`src/rtl/bcd_seq_converter.sv`:
```
//-----------------------------------------------------------------------------
// bcd_seq_converter
//   Sequential double-dabble binary-to-BCD converter with valid/ready
//   handshakes. One add-3/shift step per clock, so only one adjust stage is
//   needed regardless of WIDTH. A result appears exactly WIDTH clocks after
//   the accepting edge and is held until the consumer takes it.
//
//   Optional feature macro: BCD_BLANK_EN
//     When defined, adds output blank[DIGITS-1:0] (leading-zero blanking
//     flags, registered with bcd_out). When undefined the port is absent.
//-----------------------------------------------------------------------------
module bcd_seq_converter #(
   parameter int WIDTH  = 16,
   parameter int DIGITS = 5
) (
   input  logic                  clk,
   input  logic                  rst,
   input  logic                  in_valid,
   output logic                  in_ready,
   input  logic [WIDTH-1:0]      bin_in,
   output logic                  out_valid,
   input  logic                  out_ready,
   output logic [4*DIGITS-1:0]   bcd_out,
   output logic                  ovf
`ifdef BCD_BLANK_EN
   ,
   output logic [DIGITS-1:0]     blank
`endif
);

   localparam int BW = 4 * DIGITS;
   localparam int CW = $clog2(WIDTH + 1);

   typedef enum logic [1:0] {
      S_IDLE  = 2'd0,
      S_SHIFT = 2'd1,
      S_DONE  = 2'd2
   } state_t;

   state_t            r_state;
   logic [WIDTH-1:0]  r_bin;          // binary bits still to be shifted in
   logic [BW-1:0]     r_acc;          // BCD accumulator
   logic              r_ovf_sticky;   // a 1 has left the top digit
   logic [CW-1:0]     r_count;        // shift steps remaining

   logic [BW-1:0]     w_adj;
   logic [BW-1:0]     w_acc_next;
   logic              w_carry;
   logic              w_last;

   // Add-3 adjust on every digit, then the one-bit shift of {acc, bin}
   always_comb begin
      // NOTE: every combinational output gets a default first so no path can infer a latch.
      w_adj = r_acc;
      for (int d = 0; d < DIGITS; d++) begin
         if (r_acc[4*d +: 4] >= 4'd5)
            w_adj[4*d +: 4] = r_acc[4*d +: 4] + 4'd3;
      end
      w_acc_next = {w_adj[BW-2:0], r_bin[WIDTH-1]};
      w_carry    = w_adj[BW-1];
      w_last     = (r_count == CW'(1));
   end

`ifdef BCD_BLANK_EN
   logic [DIGITS-1:0] w_blank_next;

   // Blank flag for digit i: it and every higher digit of the new result are zero
   always_comb begin
      logic v_nz;
      w_blank_next = '0;
      v_nz         = 1'b0;
      for (int i = DIGITS - 1; i >= 1; i--) begin
         v_nz            = v_nz | (|w_acc_next[4*i +: 4]);
         w_blank_next[i] = ~v_nz;
      end
   end
`endif

   // Control FSM with registered handshake and result outputs
   always_ff @(posedge clk or posedge rst) begin
      // NOTE: state is updated with non-blocking assignments so every register samples pre-edge values.
      if (rst) begin
         r_state      <= S_IDLE;
         r_bin        <= '0;
         r_acc        <= '0;
         r_ovf_sticky <= 1'b0;
         r_count      <= '0;
         in_ready     <= 1'b1;
         out_valid    <= 1'b0;
         bcd_out      <= '0;
         ovf          <= 1'b0;
`ifdef BCD_BLANK_EN
         blank        <= '0;
`endif
      end else begin
         case (r_state)
            S_IDLE: begin
               if (in_valid) begin
                  r_bin        <= bin_in;
                  r_acc        <= '0;
                  r_ovf_sticky <= 1'b0;
                  r_count      <= CW'(WIDTH);
                  in_ready     <= 1'b0;
                  r_state      <= S_SHIFT;
               end
            end

            S_SHIFT: begin
               r_acc        <= w_acc_next;
               r_bin        <= r_bin << 1;
               r_count      <= r_count - CW'(1);
               r_ovf_sticky <= r_ovf_sticky | w_carry;
               if (w_last) begin
                  bcd_out   <= w_acc_next;
                  ovf       <= r_ovf_sticky | w_carry;
                  out_valid <= 1'b1;
`ifdef BCD_BLANK_EN
                  blank     <= w_blank_next;
`endif
                  r_state   <= S_DONE;
               end
            end

            S_DONE: begin
               if (out_ready) begin
                  out_valid <= 1'b0;
                  in_ready  <= 1'b1;
                  r_state   <= S_IDLE;
               end
            end

            default: begin
               out_valid <= 1'b0;
               in_ready  <= 1'b1;
               r_state   <= S_IDLE;
            end
         endcase
      end
   end

endmodule

```
`config.mk`:
```
export PLATFORM = sky130hd
export DESIGN_NAME = bcd_seq_converter
export DESIGN_NICKNAME = d
export VERILOG_FILES = /design/src/rtl/bcd_seq_converter.sv
export SDC_FILE = /design/constraint.sdc
export NUM_CORES = 1
export LEC_CHECK = 0
export BUFFER_PORTS_ARGS = -buffer_cell sky130_fd_sc_hd__clkbuf_2
export CAP_MARGIN = 20
export CORE_MARGIN = 2
export CORE_UTILIZATION = 51
export DETAILED_ROUTE_END_ITERATION = 10
export PLACE_DENSITY_LB_ADDON = 0.12
export SYNTH_ARGS = -nofsm -noshare
export SYNTH_HDL_FRONTEND = slang
export SYNTH_SLANG_ARGS = --single-unit
```
`constraint.sdc`:
```
create_clock -name clk -period 1.7 [get_ports clk]
set_input_delay 0.085 -clock clk [delete_from_list [all_inputs] [get_ports clk]]
set_output_delay 0.085 -clock clk [all_outputs]
set_load 0.1 [all_outputs]
```
==> results of run 1 <==
==> final cells by class <==
cell class | count | area (um2) | area share (%)
well taps | 75 | 93.84 | 2.498
clock inverters | 2 | 35.03 | 0.9324
clock buffers | 13 | 158.9 | 4.229
repair buffers | 56 | 332.8 | 8.858
flip-flops and latches | 67 | 1678 | 44.66
multi-input cells | 200 | 1399 | 37.23
inverters | 15 | 60.06 | 1.598
==> logic make-up after synthesis <==
group / count (synthesis) / synth area share [%]
buf+inv: 31 / 4.329
simple gates: 69 / 11.18
flops: 67 / 52.77
fa+ha+maj: 12 / 4.722
compound gates: 94 / 18.10
xor+xnor: 6 / 1.653
mux: 19 / 7.242
==> final timing paths <==
check / startpoint / end / slack [ns] / depth (start not counted)
worst max-delay path: r_acc[9]$_DFFE_PP0P_ / bcd_out[10]$_DFFE_PP0P_ / 0.05 / 6
worst min-delay path: out_ready / r_state[1]$_DFFE_PP0P_ / 0.04 / 4
worst max register to register: r_acc[9]$_DFFE_PP0P_ / bcd_out[10]$_DFFE_PP0P_ / 0.05 / 6
worst min register to register: bcd_out[1]$_DFFE_PP0P_ / bcd_out[1]$_DFFE_PP0P_ / 0.48 / 2
max in group asynchronous: rst / in_ready$_DFFE_PP1P_ / 1.00 / 4
min in group asynchronous: rst / bcd_out[7]$_DFFE_PP0P_ / 0.37 / 4
==> state kept, by name, indices dropped and copies added (netlist names) <==
| name | count |
|---|---|
| out_valid | 1 |
| ovf | 1 |
| r_ovf_sticky | 1 |
| r_bin | 16 |
| bcd_out | 20 |
| r_state | 2 |
| r_count | 5 |
| r_acc | 20 |
| in_ready | 1 |
==> worst register-to-register path: stages (launching register included) <==
cell	delay, ns
dfrtp_1	0.40
inv_1	0.14
ha_1	0.23
nand2b_1	0.11
a21oi_2	0.24
mux2i_2	0.29
mux2_4	0.18
==> Yosys cell counts, types with 2 or more instances <==
cell type	n
ha_1	12
xnor2_1	6
o21ai_0	43
nand2_1	40
mux2_4	6
a22o_1	15
nand3_1	2
nand2b_1	11
nor3b_1	5
a21oi_1	15
dfrtp_1	66
clkbuf_1	9
mux2_2	8
mux2i_1	5
buf_2	5
buf_6	2
inv_1	15
nor2_1	4
o22ai_1	4
a22oi_1	14
==> through the flow <==
step / TNS (ns) / instance area [um2] / hold WS, ns
after floorplan: 0 / 3183 / 0.2300
after global placement: 0 / 3505 / 0.1987
after detailed placement: 0 / 3505 / 0.1969
after CTS: 0 / 3719 / 0.02738
after global routing: -0.06438 / 3757 / 0.05631
final: 0 / 3757 / 0.04134
==> timing repair <==
action                                 in CTS  in global routing
endpoints found under the hold margin      67                  0
hold buffers                                2                  0
setup endpoints to repair                   0                 16
buffers inserted                            0                  1
gates resized for setup                     0                  7
==> metal layers <==
layer / GRT usage (%) / vias up / part of all wire, %
li1: - / 1147 / -
met1: 25.05 / 1139 / 48
met2: 32.48 / 37 / 47
met3: 4.473 / 13 / 3.8
met4: 8.793 / 0 / 1.9
met5: 0 / - / 0
==> flow_summary.toml, run 1 <==
[logic_synthesis]
synth_cell_types = 31
synth_cells = 298
netlist_area_um2 = 3179
synth-main-ff-cell = "dfrtp_1"
ys_ff_latch = 67
synth_nets = 330
synth_edf_count = 0
synth_area_leader_cell = "dfrtp_1"
ys.warnings.count = 0
postSynthAreaPerCell_um2 = 10.67
netlist_top_cells_area = "dfrtp_1, o21ai_0, ha_1"
synthArstFlopShare_pct = 100.0
yosysTopAreaCellShare_pct = 51.95
ys_seq_area_share_pct = 52.77

[timing]
fin_skew_ns = 0.01082
fin_crit_sh_pct = 97.08
setup_slack_ns = 0.04967
report.final.hold_viol_count = 0
max_freq_mhz = 605.9
slew_viol_final = 0
max_slew_margin_pct = 62.85
worst_pin_slew_ns = 0.5597
setup_viol = 0
layout_min_cycle_time_ns = 1.650

[floorplan]
die_y_um = 82.96
die-area_um2 = 6882
die_w_um = 82.96
start_util_pct = 53.38
core_region_area_um2 = 5956
ios = 43
row_count = 28

[worst_setup_path]
slowest_stage = "dfrtp_1"
cp-end-kind = "register"
path_buf_inv = 1
crit_family = "multiplexers"
crit_path_cell_trace = "inv_1 -> ha_1 -> nand2b_1 -> a21oi_2 -> mux2i_2 -> mux2_4"
required_ns = 1.97
critPathMaxFanout = 4
critical_path_arrival_ns = 1.92
worstSetupPathType = "register to register"
slowest_delay_ns = 0.40
worst_setup_path_start_kind = "register"

[final_layout]
mostFrequentLayoutCells = "dfrtp_1, o21ai_0, clkbuf_2, nand2_1, a22o_1"
nFillCells = 508
post-route-util_pct = 63.09
syn2layout_area_growth_pct = 18.18
final_cells = 428
final_common_cell = "dfrtp_1"
drive_above_1_share_pct = 26.06
final_nets = 381
num_antenna_cells = 0

[detailed_routing]
ant_nets = 0
first_pass_iters = 4
drt_iter0_drc = 152
wl_per_cell_um = 14.83
wirelength_um = 6349
post_drt_via_cell_ratio = 5.458
drc_errors = 0
dr_total_vias = 2336

[clock_tree]
cts_sinks = 67
clk_path_buf_depth = 2
cts_tree = "yes"
path_clk_slew_ns = 0.06
cts_buffers = 9
cts-htree-levels = 3
insertion_delay_ns = 0.34
root_buffer = "clkbuf_8"

[outcome]
status = "finished clean"

[place]
gp_congestion = 0.7697
hpwl_um = 4113
place_inst = 410
numPortBuffers = 42
post-place-ws_ns = 0.05627

[min_path]
worst_hold_path_type = "primary input to register"

[grt]
grt_max_degree = 68
grt_first_pass_wirelength_um = 11120
grt_pass1_vias = 2378
grt_remaining_overflow = 0
antenna_found_initial = 0
track_usage_pct = 19.78

[flow_run]
maxCapViolations = 0
Power of run 1 is left out: the tool's default activity adds up to more than one toggle a clock period on the data nets, which glitch-free logic cannot reach.
==> run 2, diff against run 1 <==
--- a/config.mk
+++ b/config.mk
@@ -9,6 +9,7 @@
 export CAP_MARGIN = 20
 export CORE_MARGIN = 2
 export CORE_UTILIZATION = 51
+export CTS_BUF_LIST = sky130_fd_sc_hd__clkbuf_8 sky130_fd_sc_hd__clkbuf_16
 export DETAILED_ROUTE_END_ITERATION = 10
 export PLACE_DENSITY_LB_ADDON = 0.12
 export SYNTH_ARGS = -nofsm -noshare
==> run 2 against run 1 <==
Against the previous run:
- register-to-register slack barely moved
- sequential cell count did not move
- clock skew barely moved
- core utilization did not move
- first-iteration DRC count fell by 1.3%
- sequential share of layout area did not move
- critical path depth did not move
- largest cell class unchanged
==> flow_summary.toml, run 2 (synthesized netlist as in run 1, its figures left out) <==
[final_layout]
final_cells = 428
final_nets = 381
post-route-cell-area_um2 = 3757
nFillCells = 508
num_antenna_cells = 0
post-route-util_pct = 63.09
syn2layout_area_growth_pct = 18.18
final_common_cell = "dfrtp_1"
top_regs = "bcd_out: 20 flops, r_acc: 20 flops, r_bin: 16 flops"
drive_above_1_share_pct = 26.06
mostFrequentLayoutCells = "dfrtp_1, o21ai_0, clkbuf_2, nand2_1, inv_1"

[detailed_routing]
dr_total_vias = 2336
drc_errors = 0
post_drt_via_cell_ratio = 5.458
ant_nets = 0
drt_iter0_drc = 150
first_pass_iters = 4
wl_per_cell_um = 14.83
wirelength_um = 6349

[timing]
max_slew_margin_pct = 62.85
fin_crit_sh_pct = 97.07
tns_ns = 0
fin_skew_ns = 0.01095
worst_pin_slew_ns = 0.5597
setup_viol = 0
layout_min_cycle_time_ns = 1.650
report.final.hold_viol_count = 0
slew_viol_final = 0
max_freq_mhz = 606.0

[place]
hpwl_um = 4113
place_inst = 410
gp_congestion = 0.7697
numPortBuffers = 42
placed_area_um2 = 3505

[floorplan]
die-area_um2 = 6882
die_y_um = 82.96
die_w_um = 82.96
row_count = 28
start_util_pct = 53.38
core_region_area_um2 = 5956
ios = 43

[clock_tree]
cts_sinks = 67
insertion_delay_ns = 0.34
root_buffer = "clkbuf_8"
cts_buffers = 9
path_clk_slew_ns = 0.06
clk_path_buf_depth = 2
cts-htree-levels = 3
cts_tree = "yes"

[worst_setup_path]
worst_setup_path_start_kind = "register"
worstSetupPathType = "register to register"
crit_path_cell_trace = "inv_1 -> ha_1 -> nand2b_1 -> a21oi_2 -> mux2i_2 -> mux2_4"
required_ns = 1.97
slowest_delay_ns = 0.40
slowest_stage = "dfrtp_1"
critical_path_arrival_ns = 1.92
cp-end-kind = "register"
critPathMaxFanout = 4

[grt]
track_usage_pct = 19.78
grt_remaining_overflow = 0
grt_max_degree = 68
grt_pass1_vias = 2378
grt_first_pass_wirelength_um = 11120
antenna_found_initial = 0

[flow_run]
maxCapViolations = 0

[outcome]
status = "finished clean"

[min_path]
worst_hold_path_type = "primary input to register"
run 2: final cells by class:
type / instances / area [um2] / share of cell area [%]
clock buffer: 11 / 151.4 / 4.029
clock inverter: 4 / 42.54 / 1.132
inverter: 15 / 60.06 / 1.598
multi-input combinational: 200 / 1399 / 37.23
sequential: 67 / 1678 / 44.66
tap: 75 / 93.84 / 2.498
timing repair buffer: 56 / 332.8 / 8.858
run 2: metal layers:
metal	global-route usage, %	routed length (um)
met1	25.05	3020
met2	32.48	2963
met3	4.473	243
met4	8.793	122
met5	0	0
run 2: path summary, 6_finish.rpt:
path | start | end | slack [ns] | cells past startpoint
min | out_ready | r_state[1]$_DFFE_PP0P_ | 0.04 | 4
min in group asynchronous | rst | bcd_out[7]$_DFFE_PP0P_ | 0.37 | 4
max in group asynchronous | rst | in_ready$_DFFE_PP1P_ | 1.00 | 4
max reg2reg | r_acc[9]$_DFFE_PP0P_ | bcd_out[10]$_DFFE_PP0P_ | 0.05 | 6
min reg2reg | bcd_out[1]$_DFFE_PP0P_ | bcd_out[1]$_DFFE_PP0P_ | 0.48 | 2
max | r_acc[9]$_DFFE_PP0P_ | bcd_out[10]$_DFFE_PP0P_ | 0.05 | 6
run 2: what timing repair did:
item,CTS,global route
buffers inserted,0,1
hold buffers,2,0
gates resized for setup,0,7
endpoints found under the hold margin,67,0
endpoints found under the setup margin,0,16
run 2: per-stage QoR:
step / hold WS [ns] / setup slack, ns
6_report: 0.04051 / 0.04989
3_3_place_gp: 0.1987 / 0.1025
3_5_place_dp: 0.1969 / 0.05627
5_1_grt: 0.05631 / -0.04538
2_1_floorplan: 0.2300 / 0.1411
4_1_cts: 0.02738 / 0.002143
run 2: critical path, delay by kind of cell, from the launching register on:
| family | cells | cell delay (ns) |
|---|---|---|
| buffers and inverters | 1 | 0.13 |
| flip-flops | 1 | 0.40 |
| multiplexers | 2 | 0.47 |
| AO/OA/AOI/OAI | 1 | 0.24 |
| adder cells (fa/ha/maj) | 1 | 0.23 |
| AND/OR/NAND/NOR | 1 | 0.11 |
Power of run 2 is left out for the same reason.
